--- src/rtl/dreg_rr_arbiter_pkg.sv ---
// rtl/dreg_rr_arbiter_pkg.sv - shared constants and helpers for the round-robin D-register arbiter
package dreg_rr_arbiter_pkg;

    localparam logic [0:0] ST_IDLE = 1'b0;
    localparam logic [0:0] ST_OWN  = 1'b1;

    // Bit width needed to hold values 0..n-1; never less than one bit.
    function automatic int clog2(input int n);
        int r;
        r = 0;
        for (int k = 0; k < 32; k++) begin
            if ((1 << r) < n) begin
                r = r + 1;
            end
        end
        return (r == 0) ? 1 : r;
    endfunction

    // Increment with explicit wrap so non-power-of-two requester counts work.
    function automatic int next_idx(input int i, input int n);
        return ((i + 1) == n) ? 0 : (i + 1);
    endfunction

endpackage

--- src/rtl/dreg_rr_arbiter_pick.sv ---
// rtl/dreg_rr_arbiter_pick.sv - combinational round-robin search starting at a priority pointer
module rr_pick
    import dreg_rr_arbiter_pkg::*;
#(
    parameter int NREQ = 4,
    parameter int IW   = clog2(NREQ)
) (
    input  logic [NREQ-1:0] i_req,
    input  logic [IW-1:0]   i_ptr,
    output logic [NREQ-1:0] o_onehot,
    output logic [IW-1:0]   o_idx,
    output logic            o_any
);

    // Walk ptr, ptr+1, ... with wrap; the first requester found wins.
    always_comb begin
        int j;
        j        = 0;
        o_onehot = '0;
        o_idx    = '0;
        o_any    = 1'b0;
        for (int k = 0; k < NREQ; k++) begin
            j = int'(i_ptr) + k;
            if (j >= NREQ) begin
                j = j - NREQ;
            end
            if (!o_any && i_req[j]) begin
                o_any       = 1'b1;
                o_idx       = IW'(j);
                o_onehot[j] = 1'b1;
            end
        end
    end

endmodule

--- src/rtl/dreg_rr_arbiter.sv ---
// rtl/dreg_rr_arbiter.sv - round-robin write controller for a shared WIDTH-bit register with burst lock
module dreg_rr_arbiter
    import dreg_rr_arbiter_pkg::*;
#(
    parameter int NREQ     = 4,
    parameter int WIDTH    = 8,
    parameter int MAX_LOCK = 4
) (
    input  logic                     clk,
    input  logic                     rst_n,
    input  logic [NREQ-1:0]          req,
    input  logic [NREQ-1:0]          lock,
    input  logic [NREQ*WIDTH-1:0]    din,
    input  logic                     hold,
    output logic [NREQ-1:0]          gnt,
    output logic [WIDTH-1:0]         Q,
    output logic                     q_valid,
    output logic [$clog2(NREQ)-1:0]  q_src
);

    localparam int IW = clog2(NREQ);
    localparam int CW = clog2(MAX_LOCK + 1);

    logic [IW-1:0]    r_ptr;
    logic [0:0]       r_st;
    logic [IW-1:0]    r_owner;
    logic [CW-1:0]    r_cnt;
    logic [WIDTH-1:0] r_q;
    logic             r_q_valid;
    logic [IW-1:0]    r_q_src;

    logic [NREQ-1:0]  w_pick_onehot;
    logic [IW-1:0]    w_pick_idx;
    logic             w_pick_any;
    logic             w_owner_cont;
    logic [IW-1:0]    w_win_idx;
    logic             w_grant;

    rr_pick #(
        .NREQ (NREQ),
        .IW   (IW)
    ) u_pick (
        .i_req    (req),
        .i_ptr    (r_ptr),
        .o_onehot (w_pick_onehot),
        .o_idx    (w_pick_idx),
        .o_any    (w_pick_any)
    );

    // The locked owner keeps the register until it drops lock/req or exhausts its burst.
    assign w_owner_cont = (r_st == ST_OWN) && req[r_owner] && lock[r_owner]
                          && (r_cnt < CW'(MAX_LOCK));
    assign w_win_idx    = w_owner_cont ? r_owner : w_pick_idx;
    assign w_grant      = rst_n && !hold && (w_owner_cont || w_pick_any);

    // One-hot grant decoded from the winning index; silent in reset or hold.
    always_comb begin
        gnt = '0;
        if (w_grant) begin
            gnt[w_win_idx] = 1'b1;
        end
    end

    // Shared data register: loads the winner's data, otherwise holds.
    always_ff @(posedge clk or negedge rst_n) begin
        if (!rst_n) begin
            r_q <= '0;
        end else if (w_grant) begin
            r_q <= din[w_win_idx*WIDTH +: WIDTH];
        end
    end

    // Arbitration state: pointer rotation, burst ownership and load reporting.
    always_ff @(posedge clk or negedge rst_n) begin
        if (!rst_n) begin
            r_ptr     <= '0;
            r_st      <= ST_IDLE;
            r_owner   <= '0;
            r_cnt     <= '0;
            r_q_valid <= 1'b0;
            r_q_src   <= '0;
        end else if (w_grant) begin
            r_q_valid <= 1'b1;
            r_q_src   <= w_win_idx;
            r_ptr     <= IW'(next_idx(int'(w_win_idx), NREQ));
            if (w_owner_cont) begin
                r_cnt <= r_cnt + CW'(1);
            end else if (lock[w_win_idx]) begin
                r_st    <= ST_OWN;
                r_owner <= w_win_idx;
                r_cnt   <= CW'(1);
            end else begin
                r_st  <= ST_IDLE;
                r_cnt <= '0;
            end
        end else begin
            r_q_valid <= 1'b0;
            if (!hold) begin
                r_st  <= ST_IDLE;
                r_cnt <= '0;
            end
        end
    end

    assign Q       = r_q;
    assign q_valid = r_q_valid;
    assign q_src   = r_q_src;

endmodule

--- config.mk ---
export PLATFORM = sky130hd
export DESIGN_NAME = dreg_rr_arbiter
export DESIGN_NICKNAME = d
export VERILOG_FILES = /design/src/rtl/dreg_rr_arbiter_pkg.sv /design/src/rtl/dreg_rr_arbiter_pick.sv /design/src/rtl/dreg_rr_arbiter.sv
export SDC_FILE = /design/constraint.sdc
export NUM_CORES = 1
export LEC_CHECK = 0
export BUFFER_PORTS_ARGS = -buffer_cell sky130_fd_sc_hd__clkbuf_2
export CORE_MARGIN = 2
export CORE_UTILIZATION = 30
export DETAILED_ROUTE_END_ITERATION = 10
export PLACE_DENSITY_LB_ADDON = 0.15
export SYNTH_ARGS = -nofsm -noshare
export SYNTH_HDL_FRONTEND = slang
export SYNTH_HIERARCHICAL = 1
export SYNTH_SLANG_ARGS = --single-unit
export TNS_END_PERCENT = 50
--- constraint.sdc ---
create_clock -name clk -period 4.51 [get_ports clk]
set_input_delay 0.6765 -clock clk [delete_from_list [all_inputs] [get_ports clk]]
set_output_delay 0.6765 -clock clk [all_outputs]
set_load 0.01 [all_outputs]
==> metrics.md <==
| Metric | Value |
|---|---|
| Slew margin rel. | `48.2%` |
| Final Skew | `0.00161 ns` |
| Mapped cell area | `1480 um2` |
| All-Layer GR Usage | `13.6%` |
| Floorplan row count | `25` |
| Number of diodes | `0` |
| R2R Path Start | `r_ptr[0]` |
| Max-Cap Viols | `0` |
| Worst-Skew Late Latency | `approximately 0.25 ns` |
| Routed WL | `3.63 mm` |
| Pre-CTS WS | `0.684 ns` |
| Die area | `5500 um2` |
| Num CTS Buffers | `3` |
| Clock-pin transition on the worst setup and hold timing paths | `0.07 ns` |
| Post-synth net total | `193` |
| Synthesized instance count | `144` |
| Vias per cell | `4.94` |
| Worst setup slack after layout | `between 0.4 and 0.5 ns` |
| Final cycle utilization of the critical path | `roughly 90%` |
| Slew @ Worst Pin | `between 0.7 and 0.8 ns` |
| Drt first pass iters | `4` |
| Setup violations, final | `0` |
| Critical Path Sink Type | `primary output` |
| Initial drt markers | `46` |
| Area growth syn-to-layout | `24.9%` |
| R2r endpoint | `r_owner[0]` |
| Grt ovf | `0` |
| Initial antenna violation count | `0` |
| H-Tree Level Count | `1` |
| Die height | `74.2 um` |
| Clock tree buffer depth | `2` |
| Input/output buffers | `between 50 and 60` |
| Pin count of the biggest net entering global routing | `22` |
| Fillers | `between 400 and 500` |
| Max Fclk | `between 200 and 250 MHz` |
| Detailed-route DRC error count | `0` |
| Min Tclk post-route | `a little over 4 ns` |
| Dpl hpwl | `2.81 mm` |
| Number of global-route vias before repair | `1312` |
| Die width | `roughly 74 um` |
| Outcome | `complete, no violations` |
| FF-to-FF path depth | `10` |
| Critical Path RT | `around 3.8 ns` |
| Final layout net count | `248` |
| Crit path kind | `flop to primary output` |
| Avg WL per Cell | `13.7 um` |
| # hold bufs at CTS | `0` |
| Global-route wire length before repair | `5.93 mm` |
| Total Neg Setup Slack | `0 ns` |
| Critical Path Start Type | `flop` |
| Final hold vios | `0` |
| Syn_area_per_cell | `about 10 um2` |
| Synth warn | `6` |
| Via count | `1308` |
| Design Area, Final | `1850 um2` |
| Slew Viols, Final | `0` |
| Share of layout cells above drive strength 1 | `approximately two fifths` |
| DP Area | `1800 um2` |
| Pwr Density | `around 680 nW/um2` |
| Critical Path Fanout Max | `11` |
| CTS sink cnt | `19` |
| Routability congestion estimate | `~0.83` |
| Leakage power | `roughly 0.00090 uW` |
| Core ar. | `4720 um2` |
| I/O pin count | `58` |
| Root Driver | `clkbuf_8` |
| Post-CTS sizing | `0` |
| FF-to-FF setup slack | `0.94 ns` |
| Worst Hold Class | `input pin to asynchronous set/reset pin` |
| RSZ-0062 raised after global routing | `false` |
| CTS tree | `yes` |
| Final ANT Viol Nets | `0` |
| Worst VDD drop | `0.000293 V` |
| Crit path arrival time | `3.39 ns` |
| Setup Fix Bufs, Post-CTS | `0` |
| Starting density of the core | `31.3%` |
==> flip-flops by register name, summed over array words and instances (netlist names) <==
| signal | cells |
|---|---|
| q_src | 2 |
| q_valid | 1 |
| Q | 8 |
| r_cnt | 3 |
| r_st | 1 |
| r_ptr | 2 |
| r_owner | 2 |
==> metal layers <==
layer	GRT usage (%)	share of wire, %	vias up	wire [um]
met3	2.30	4.9	2	177
met1	18.1	46	622	1650
met2	22.9	49	38	1780
met5	0	0	-	0
met4	3.23	0.33	0	12
li1	-	-	646	-
==> final cells by class <==
type / instances / area, um2 / share of cell area, %
Multi-Input combinational cell: 109 / 916 / 49.6
Sequential cell: 19 / 475 / 25.8
Timing Repair Buffer: 58 / 293 / 15.9
Tap cell: 67 / 83.8 / 4.54
Clock buffer: 4 / 45.0 / 2.44
Inverter: 8 / 32.5 / 1.76
==> per-stage QoR <==
step | total power, uW | cells | utilization (%) | hold slack, ns
after floorplan | 994 | 144 | - | 0.381
after global placement | 1130 | 261 | 38.1 | 0.455
after detailed placement | 1150 | 261 | 38.1 | 0.468
after CTS | 1270 | 265 | 39.1 | 0.410
after global routing | 1370 | 265 | 39.1 | 0.445
final | 1260 | 265 | 39.1 | 0.396
==> report_power, final <==
| group | internal (uW) | leakage, uW | switching [uW] |
|---|---|---|---|
| registers | 239 | 0.000239 | 67.4 |
| clock network | 62.8 | 0.0000228 | 56.5 |
| logic | 394 | 0.000642 | 439 |
==> worst max-delay path: stages (launching register included) <==
cell and delay (ns):
dfrtp_1 0.61, inv_1 0.09, ha_1 0.37, mux4_2 0.41
and2b_2 0.24, o21ai_0 0.07, o31ai_1 0.11, a21o_1 0.32
clkinv_1 0.34, ha_1 0.30, and2_1 0.14, clkbuf_2 0.13
==> placed cells by master, fill, tap and decap left out, types with 4 or more instances in the layout <==
master,n
mux2_2,11
a22oi_1,9
nand2_1,14
o21ai_0,5
dfrtp_1,19
clkbuf_2,57
nor2_1,6
mux2i_1,10
and2_1,4
o31ai_1,9
inv_1,6
ha_1,6
==> worst max path at each step <==
stage                        start     end
after detailed placement    req[3]  gnt[0]
after floorplan             req[2]  gnt[2]
after CTS                 r_ptr[0]  gnt[0]
after global routing      r_ptr[0]  gnt[0]
after global placement      req[3]  gnt[0]
final                     r_ptr[0]  gnt[0]
(Power assumes the default switching activity.)
